`src/rtl/irq_prio_ctrl_pkg.sv`:
```
// Shared types and sizing for the priority interrupt controller.
// Pure definitions: no logic, no latency.
// No flow control of its own.
package irq_prio_ctrl_pkg;

    localparam int N_SRC   = 16;
    localparam int PRIO_W  = 2;
    localparam int ID_W    = 4;
    localparam int TMO_CYC = 64;
    localparam int TMO_W   = 8;

    typedef enum logic [1:0] {
        IDLE = 2'd0,
        REQ  = 2'd1,
        SRV  = 2'd2
    } state_t;

endpackage

```
`src/rtl/irq_prio_ctrl_if.sv`:
```
// Request/priority inputs and CPU handshake outputs of the interrupt controller.
// Wires only, zero latency.
// The CPU paces the handshake with ack/eoi pulses; there is no other backpressure.
interface irq_prio_ctrl_if;
    import irq_prio_ctrl_pkg::*;

    logic                    m_en;
    logic [N_SRC-1:0]        req;
    logic [N_SRC*PRIO_W-1:0] prio;
    logic [N_SRC-1:0]        mask;
    logic                    ack;
    logic                    eoi;
    logic                    irq;
    logic [ID_W-1:0]         id;
    logic [PRIO_W-1:0]       level;
    logic                    busy;
    logic                    tmo;

    modport master (
        output m_en, req, prio, mask, ack, eoi,
        input  irq, id, level, busy, tmo
    );

    modport slave (
        input  m_en, req, prio, mask, ack, eoi,
        output irq, id, level, busy, tmo
    );

endinterface

```
`src/rtl/irq_prio_resolve.sv`:
```
// Picks the most urgent eligible source; equal priorities go to the lowest index.
// Purely combinational, zero latency.
// No flow control.
module irq_prio_resolve
    import irq_prio_ctrl_pkg::*;
(
    input  logic [N_SRC-1:0]        eligible,
    input  logic [N_SRC*PRIO_W-1:0] prio,
    output logic [ID_W-1:0]         win_id,
    output logic [PRIO_W-1:0]       win_level,
    output logic                    any_valid
);

    // Ascending scan with a strict compare keeps the lowest index on a tie.
    always_comb begin
        win_id    = '0;
        win_level = '0;
        any_valid = 1'b0;
        for (int i = 0; i < N_SRC; i++) begin
            if (eligible[i] && (!any_valid || (prio[PRIO_W*i +: PRIO_W] > win_level))) begin
                any_valid = 1'b1;
                win_id    = ID_W'(i);
                win_level = prio[PRIO_W*i +: PRIO_W];
            end
        end
    end

endmodule

```
`src/rtl/irq_prio_ctrl.sv`:
```
// Edge-detected, priority-arbitrated interrupt controller with irq/ack/eoi handshake.
// Latency: request edge registered at edge k, irq asserted after edge k+1.
// Backpressure: REQ waits for ack (or times out with IRQ_PRIO_CTRL_TIMEOUT_EN); SRV waits for eoi.
module irq_prio_ctrl
    import irq_prio_ctrl_pkg::*;
(
    input  logic           clk,
    input  logic           rst_n,
    irq_prio_ctrl_if.slave bus
);

    state_t            state, state_nxt;
    logic [N_SRC-1:0]  pending, req_q, eligible, clr;
    logic [ID_W-1:0]   id_q, id_nxt, win_id;
    logic [PRIO_W-1:0] level_q, level_nxt, win_level;
    logic              any_valid;
    logic              tmo_q, tmo_nxt;
    logic              tmo_hit;

    assign eligible = pending & bus.mask & {N_SRC{bus.m_en}};

    irq_prio_resolve u_resolve (
        .eligible  (eligible),
        .prio      (bus.prio),
        .win_id    (win_id),
        .win_level (win_level),
        .any_valid (any_valid)
    );

`ifdef IRQ_PRIO_CTRL_TIMEOUT_EN
    localparam logic [TMO_W-1:0] TMO_LAST = TMO_W'(TMO_CYC - 1);
    logic [TMO_W-1:0] tmo_cnt;

    // Counts cycles spent in REQ; any exit from REQ restarts it.
    always_ff @(posedge clk or negedge rst_n) begin
        if (!rst_n) begin
            tmo_cnt <= '0;
        end else if ((state == REQ) && (state_nxt == REQ)) begin
            tmo_cnt <= tmo_cnt + 1'b1;
        end else begin
            tmo_cnt <= '0;
        end
    end

    assign tmo_hit = (state == REQ) && (tmo_cnt == TMO_LAST);
`else
    assign tmo_hit = 1'b0;
`endif

    always_comb begin
        state_nxt = state;
        id_nxt    = id_q;
        level_nxt = level_q;
        clr       = '0;
        tmo_nxt   = 1'b0;
        case (state)
            IDLE: begin
                if (any_valid) begin
                    state_nxt = REQ;
                    id_nxt    = win_id;
                    level_nxt = win_level;
                end
            end
            REQ: begin
                // ack outranks both loss of eligibility and the timeout.
                if (bus.ack) begin
                    clr       = N_SRC'(1) << id_q;
                    state_nxt = SRV;
                end else if (!any_valid) begin
                    state_nxt = IDLE;
                end else if (tmo_hit) begin
                    state_nxt = IDLE;
                    tmo_nxt   = 1'b1;
                end else begin
                    id_nxt    = win_id;
                    level_nxt = win_level;
                end
            end
            SRV: begin
                if (bus.eoi) begin
                    state_nxt = IDLE;
                end
            end
            default: state_nxt = IDLE;
        endcase
    end

    always_ff @(posedge clk or negedge rst_n) begin
        if (!rst_n) begin
            state   <= IDLE;
            req_q   <= '0;
            pending <= '0;
            id_q    <= '0;
            level_q <= '0;
            tmo_q   <= 1'b0;
        end else begin
            state   <= state_nxt;
            req_q   <= bus.req;
            // A new edge on the source being acked wins over the clear.
            pending <= (pending & ~clr) | (bus.req & ~req_q);
            id_q    <= id_nxt;
            level_q <= level_nxt;
            tmo_q   <= tmo_nxt;
        end
    end

    assign bus.irq   = (state == REQ);
    assign bus.busy  = (state == SRV);
    assign bus.id    = id_q;
    assign bus.level = level_q;
    assign bus.tmo   = tmo_q;

endmodule

```
`src/flat_wrapper.sv`:
```
// flat-port wrapper written by rule: the top's interface ports become plain ports
module irq_prio_ctrl_flat import irq_prio_ctrl_pkg::*;
  (clk, rst_n, bus_m_en, bus_req, bus_prio, bus_mask, bus_ack, bus_eoi, bus_irq, bus_id, bus_level, bus_busy, bus_tmo);
  irq_prio_ctrl_if bus_i ();
  input  logic clk;
  input  logic rst_n;
  input wire logic [$bits(bus_i.m_en)-1:0] bus_m_en;
  input wire logic [$bits(bus_i.req)-1:0] bus_req;
  input wire logic [$bits(bus_i.prio)-1:0] bus_prio;
  input wire logic [$bits(bus_i.mask)-1:0] bus_mask;
  input wire logic [$bits(bus_i.ack)-1:0] bus_ack;
  input wire logic [$bits(bus_i.eoi)-1:0] bus_eoi;
  output wire logic [$bits(bus_i.irq)-1:0] bus_irq;
  output wire logic [$bits(bus_i.id)-1:0] bus_id;
  output wire logic [$bits(bus_i.level)-1:0] bus_level;
  output wire logic [$bits(bus_i.busy)-1:0] bus_busy;
  output wire logic [$bits(bus_i.tmo)-1:0] bus_tmo;
  assign bus_i.m_en = bus_m_en;
  assign bus_i.req = bus_req;
  assign bus_i.prio = bus_prio;
  assign bus_i.mask = bus_mask;
  assign bus_i.ack = bus_ack;
  assign bus_i.eoi = bus_eoi;
  assign bus_irq = bus_i.irq;
  assign bus_id = bus_i.id;
  assign bus_level = bus_i.level;
  assign bus_busy = bus_i.busy;
  assign bus_tmo = bus_i.tmo;
  irq_prio_ctrl u_core (.clk(clk), .rst_n(rst_n), .bus(bus_i));
endmodule
```
`config.mk`:
```
export PLATFORM = sky130hd
export DESIGN_NAME = irq_prio_ctrl_flat
export DESIGN_NICKNAME = d
export VERILOG_FILES = /design/src/rtl/irq_prio_ctrl_pkg.sv /design/src/rtl/irq_prio_ctrl_if.sv /design/src/rtl/irq_prio_resolve.sv /design/src/rtl/irq_prio_ctrl.sv /design/src/flat_wrapper.sv
export SDC_FILE = /design/constraint.sdc
export NUM_CORES = 1
export LEC_CHECK = 0
export ABC_AREA = 1
export ABC_CLOCK_PERIOD_IN_PS = 14700
export CORE_AREA = 2 2 110 69
export DETAILED_ROUTE_END_ITERATION = 10
export DIE_AREA = 0 0 112 71
export PLACE_DENSITY = 0.84
export SYNTH_ARGS = -nofsm -noshare
export SYNTH_HDL_FRONTEND = slang
export SYNTH_SLANG_ARGS = --single-unit
export TNS_END_PERCENT = 10
```
`constraint.sdc`:
```
create_clock -name clk -period 14.7 [get_ports clk]
set_input_delay 1.47 -clock clk [delete_from_list [all_inputs] [get_ports clk]]
set_output_delay 1.47 -clock clk [all_outputs]
set_load 0.02 [all_outputs]
```
==> results.md <==
- # Max-Cap Violations: 0
- Mux cell area share after synthesis: 0%
- Fin Setup TNS: -5499 ps
- Tmin final: between 15000 and 20000 ps
- Post-synthesis adder-cell area fraction: a little under a tenth
- Worst skew pair latency: about 280 ps
- Nets: 677
- Final hold violation count: 0
- Global Route met3 Usage: ~6.3%
- Count leader, synth: inv_1
- GPL Wtd Cong: around 0.9
- Yosys cell types: 33
- Drt total wl: about 12 mm
- Number of global-route vias before repair: approximately 3400
- Area contributors post-synth: dfrtp_1, inv_1, nand2_1, ha_1, o21ai_0
- M2 GR Usage: 43.37%
- Post-synthesis compound-gate area fraction: between 10 and 15%
- Critical Setup Path Class: input port to flip-flop
- Final max-slew violation count: 0
- Reg-to-Reg End: u_core.bus.level[0]
- Largest area contributor in the netlist: dfrtp_1
- Fin Hold WS: around 410 ps
- Area grow syn2layout: 72.57%
- Critical Path Source: bus_prio[1]
- Number of DRC markers in iteration 0: about 330
- GRT Total Usage: around a quarter
- Clock Tree Root: clkbuf_16
- Final setup viols: 6
- First-pass GRT wire length: 15.75 mm
- Core footprint: between 7000 and 8000 sq um
- CP max FO: 5
- CTS Buf Count: 5
- Final worst slack: -982.4 ps
- Worst slew margin: ~40%
- Post-DRT Antenna Nets: 0
- # rows: 24
- Die width: 112 um
- Layout filler cell count: approximately 470
- Synth warnings: 0
- Routed vias/inst: around 5.4
- Static leakage: 2.630 nW
- Main combinational cell family by area after synthesis: simple AND/OR/NAND/NOR gates
- Register bit total from synthesis: 40
- Mapped Cells: roughly 430
- Top cell type's share of synthesized area: about 33%
- Initial antenna violation count: 0
- Maximum clock frequency: ~64 MHz
- Startpoint class of the critical path: input port
- Total die area: between 7000 and 8000 sq um
- Worst setup path endpoint: u_core.bus.level[0]
- Simple-Gate Fraction of Synth Area: roughly a third
- WP data arrival: between 15000 and 20000 ps
- Initial Util: 43.55%
- CTS tree: built
- Post-Synthesis Cell Area: 3060 sq um
- Max incr delay on CP: a little under 300 ps
- CP required: ~15000 ps
- Crit path top cell by count: nand2_2
- Reg-to-reg slack, setup: -80 ps
- R2r startpoint: u_core.pending[0]
- Grt met1 use: a little under a third
- N_diodes: 0
- Final routed DRC violation total: 0
- XOR/XNOR share of the synthesized area: 0%
- Number of enable flip-flop cells after synthesis: 0
- Die Ht: a little over 70 um
- Synth async-reset ratio: 100.0%
- Grt total ovfl: 0
- Post-synth top flop: dfrtp_1
- R2R depth: around 120
- GR peak layer: met2
- RSZ-0062 raised after global routing: true
- Syn avg cell area: 7.184 sq um
- Largest net degree at the start of global routing: a little over 40
- Syn_nets: roughly 520
- Vias: ~3700
- IO Pins: 78
- Most frequent cells after synthesis: inv_1, nand2_1, o21ai_0
- Failing checks: setup timing
- Hold crit path type: flip-flop to flip-flop
- Sequential area share after synthesis: roughly a third
- Clk buf depth: 2
- Final worst-path cycle share: 106.7%
- # port buffers: 76
- Status: finished with violations
- Clock skew: roughly 4.5 ps
- Maximum vdd ir drop: roughly 0.1 mV
- PwrDens: ~150 nW/um^2
- Post-DP HPWL: a little over 7 mm
- H-tree depth: 2
- Worst-Margin Slew: between 800 and 900 ps
- Crit end category: flip-flop
- Avg WL per Cell: approximately 17 um
- 1st-pass router iterations: 6
- Worst-path clk slew: about 60 ps
- Worst path slowest cell: ha_1
- # clock sinks: 40
- Layout cells sized above 1: between 40 and 50%
## critical path, delay by kind of cell
| kind | cells | cell delay [ps] |
|---|---|---|
| simple gates | 63 | 6020 |
| fa+ha+maj | 15 | 3830 |
| compound gates | 23 | 2940 |
| buf+inv | 19 | 1500 |
## logic make-up after synthesis
| logic type | count (synthesis) |
|---|---|
| AOI/OAI and AO/OA | 74 |
| DFF | 40 |
| other | 1 |
| adders and majority gates | 23 |
| and+or+nand+nor | 196 |
| buffers and inverters | 92 |
## routing by layer
| layer | vias to the layer above | routed length [um] |
|---|---|---|
| met5 | - | 0 |
| met4 | 0 | 549 |
| met3 | 64 | 895 |
| met2 | 222 | 5643 |
| met1 | 1694 | 4694 |
| li1 | 1687 | - |
## state kept, by name, summed over array words and instances, names as in the netlist
name and count:
u_core.pending 16, u_core.req_q 16, u_core.bus.level 2, u_core.bus.id 4, u_core.state 2
## power by group
| group | total [mW] | leakage [nW] | switching, mW | internal [mW] |
|---|---|---|---|---|
| clock network | 0.123 | 0.0798 | 0.0431 | 0.0797 |
| logic | 0.509 | 2.13 | 0.271 | 0.238 |
| registers | 0.154 | 0.424 | 0.0218 | 0.133 |
| total | 0.787 | 2.63 | 0.336 | 0.450 |
## layout by cell type, fill, tap and decap left out, types with 2 or more instances in the layout
master	netlist	layout
nand3_1	39	32
o31ai_2	0	2
nor2_2	0	5
dfrtp_1	40	40
dlymetal6s2s_1	0	4
clkdlybuf4s50_1	0	69
nand3_4	1	4
nand2_2	19	34
o21ai_2	0	10
or2_4	0	4
ha_1	23	7
a21oi_1	6	2
nand3_2	11	15
nor2_4	0	4
nand2_4	7	14
nand2_1	79	57
and2_4	0	5
clkbuf_16	0	5
o21ai_0	48	35
buf_4	1	75
o21ai_4	0	6
inv_1	87	73
o21ai_1	10	7
inv_2	1	15
nor2_1	22	13
a22oi_2	0	2
ha_4	0	15
buf_6	1	6
a21oi_2	0	4
## final cells by class
type                       instances  area, sq um  share of cell area, %
clock buffer                       5        125.1                  2.369
clock inverter                     3        42.54                 0.8055
inverter                          89        334.1                  6.326
multi-input combinational        294         2288                  43.33
sequential                        40         1001                  18.95
tap                               91        113.9                  2.156
timing repair buffer             155         1376                  26.06
## how the worst min path moves through the flow
stage,start,cells past startpoint,endpoint
5_1_grt,u_core.req_q[15],1,u_core.pending[15]
2_1_floorplan,u_core.req_q[0],1,u_core.pending[0]
3_5_place_dp,u_core.req_q[15],1,u_core.pending[15]
4_1_cts,u_core.req_q[15],1,u_core.pending[15]
3_3_place_gp,u_core.req_q[6],1,u_core.pending[6]
6_report,u_core.req_q[15],1,u_core.pending[15]
## per-stage QoR
| stage | util [%] | area [sq um] | instances | worst slack (ps) | total power [mW] |
|---|---|---|---|---|---|
| 2_1_floorplan | - | 3105 | 426 | -169.4 | 0.3594 |
| 3_3_place_gp | 61.68 | 4334 | 641 | -932.0 | 0.4776 |
| 3_5_place_dp | 61.68 | 4334 | 641 | -1718 | 0.4939 |
| 4_1_cts | 66.42 | 4667 | 657 | -1014 | 0.6513 |
| 5_1_grt | 75.16 | 5281 | 677 | -1663 | 0.8293 |
| 6_report | 75.16 | 5281 | 677 | -982.4 | 0.7866 |
## timing repair
item	CTS	global route
endpoints found under the setup margin	6	6
hold buffers	0	0
resized for setup	22	113
buffers inserted	8	20
gates cloned	0	0
pin swaps	19	93
Power figures use the tool's default switching activity.
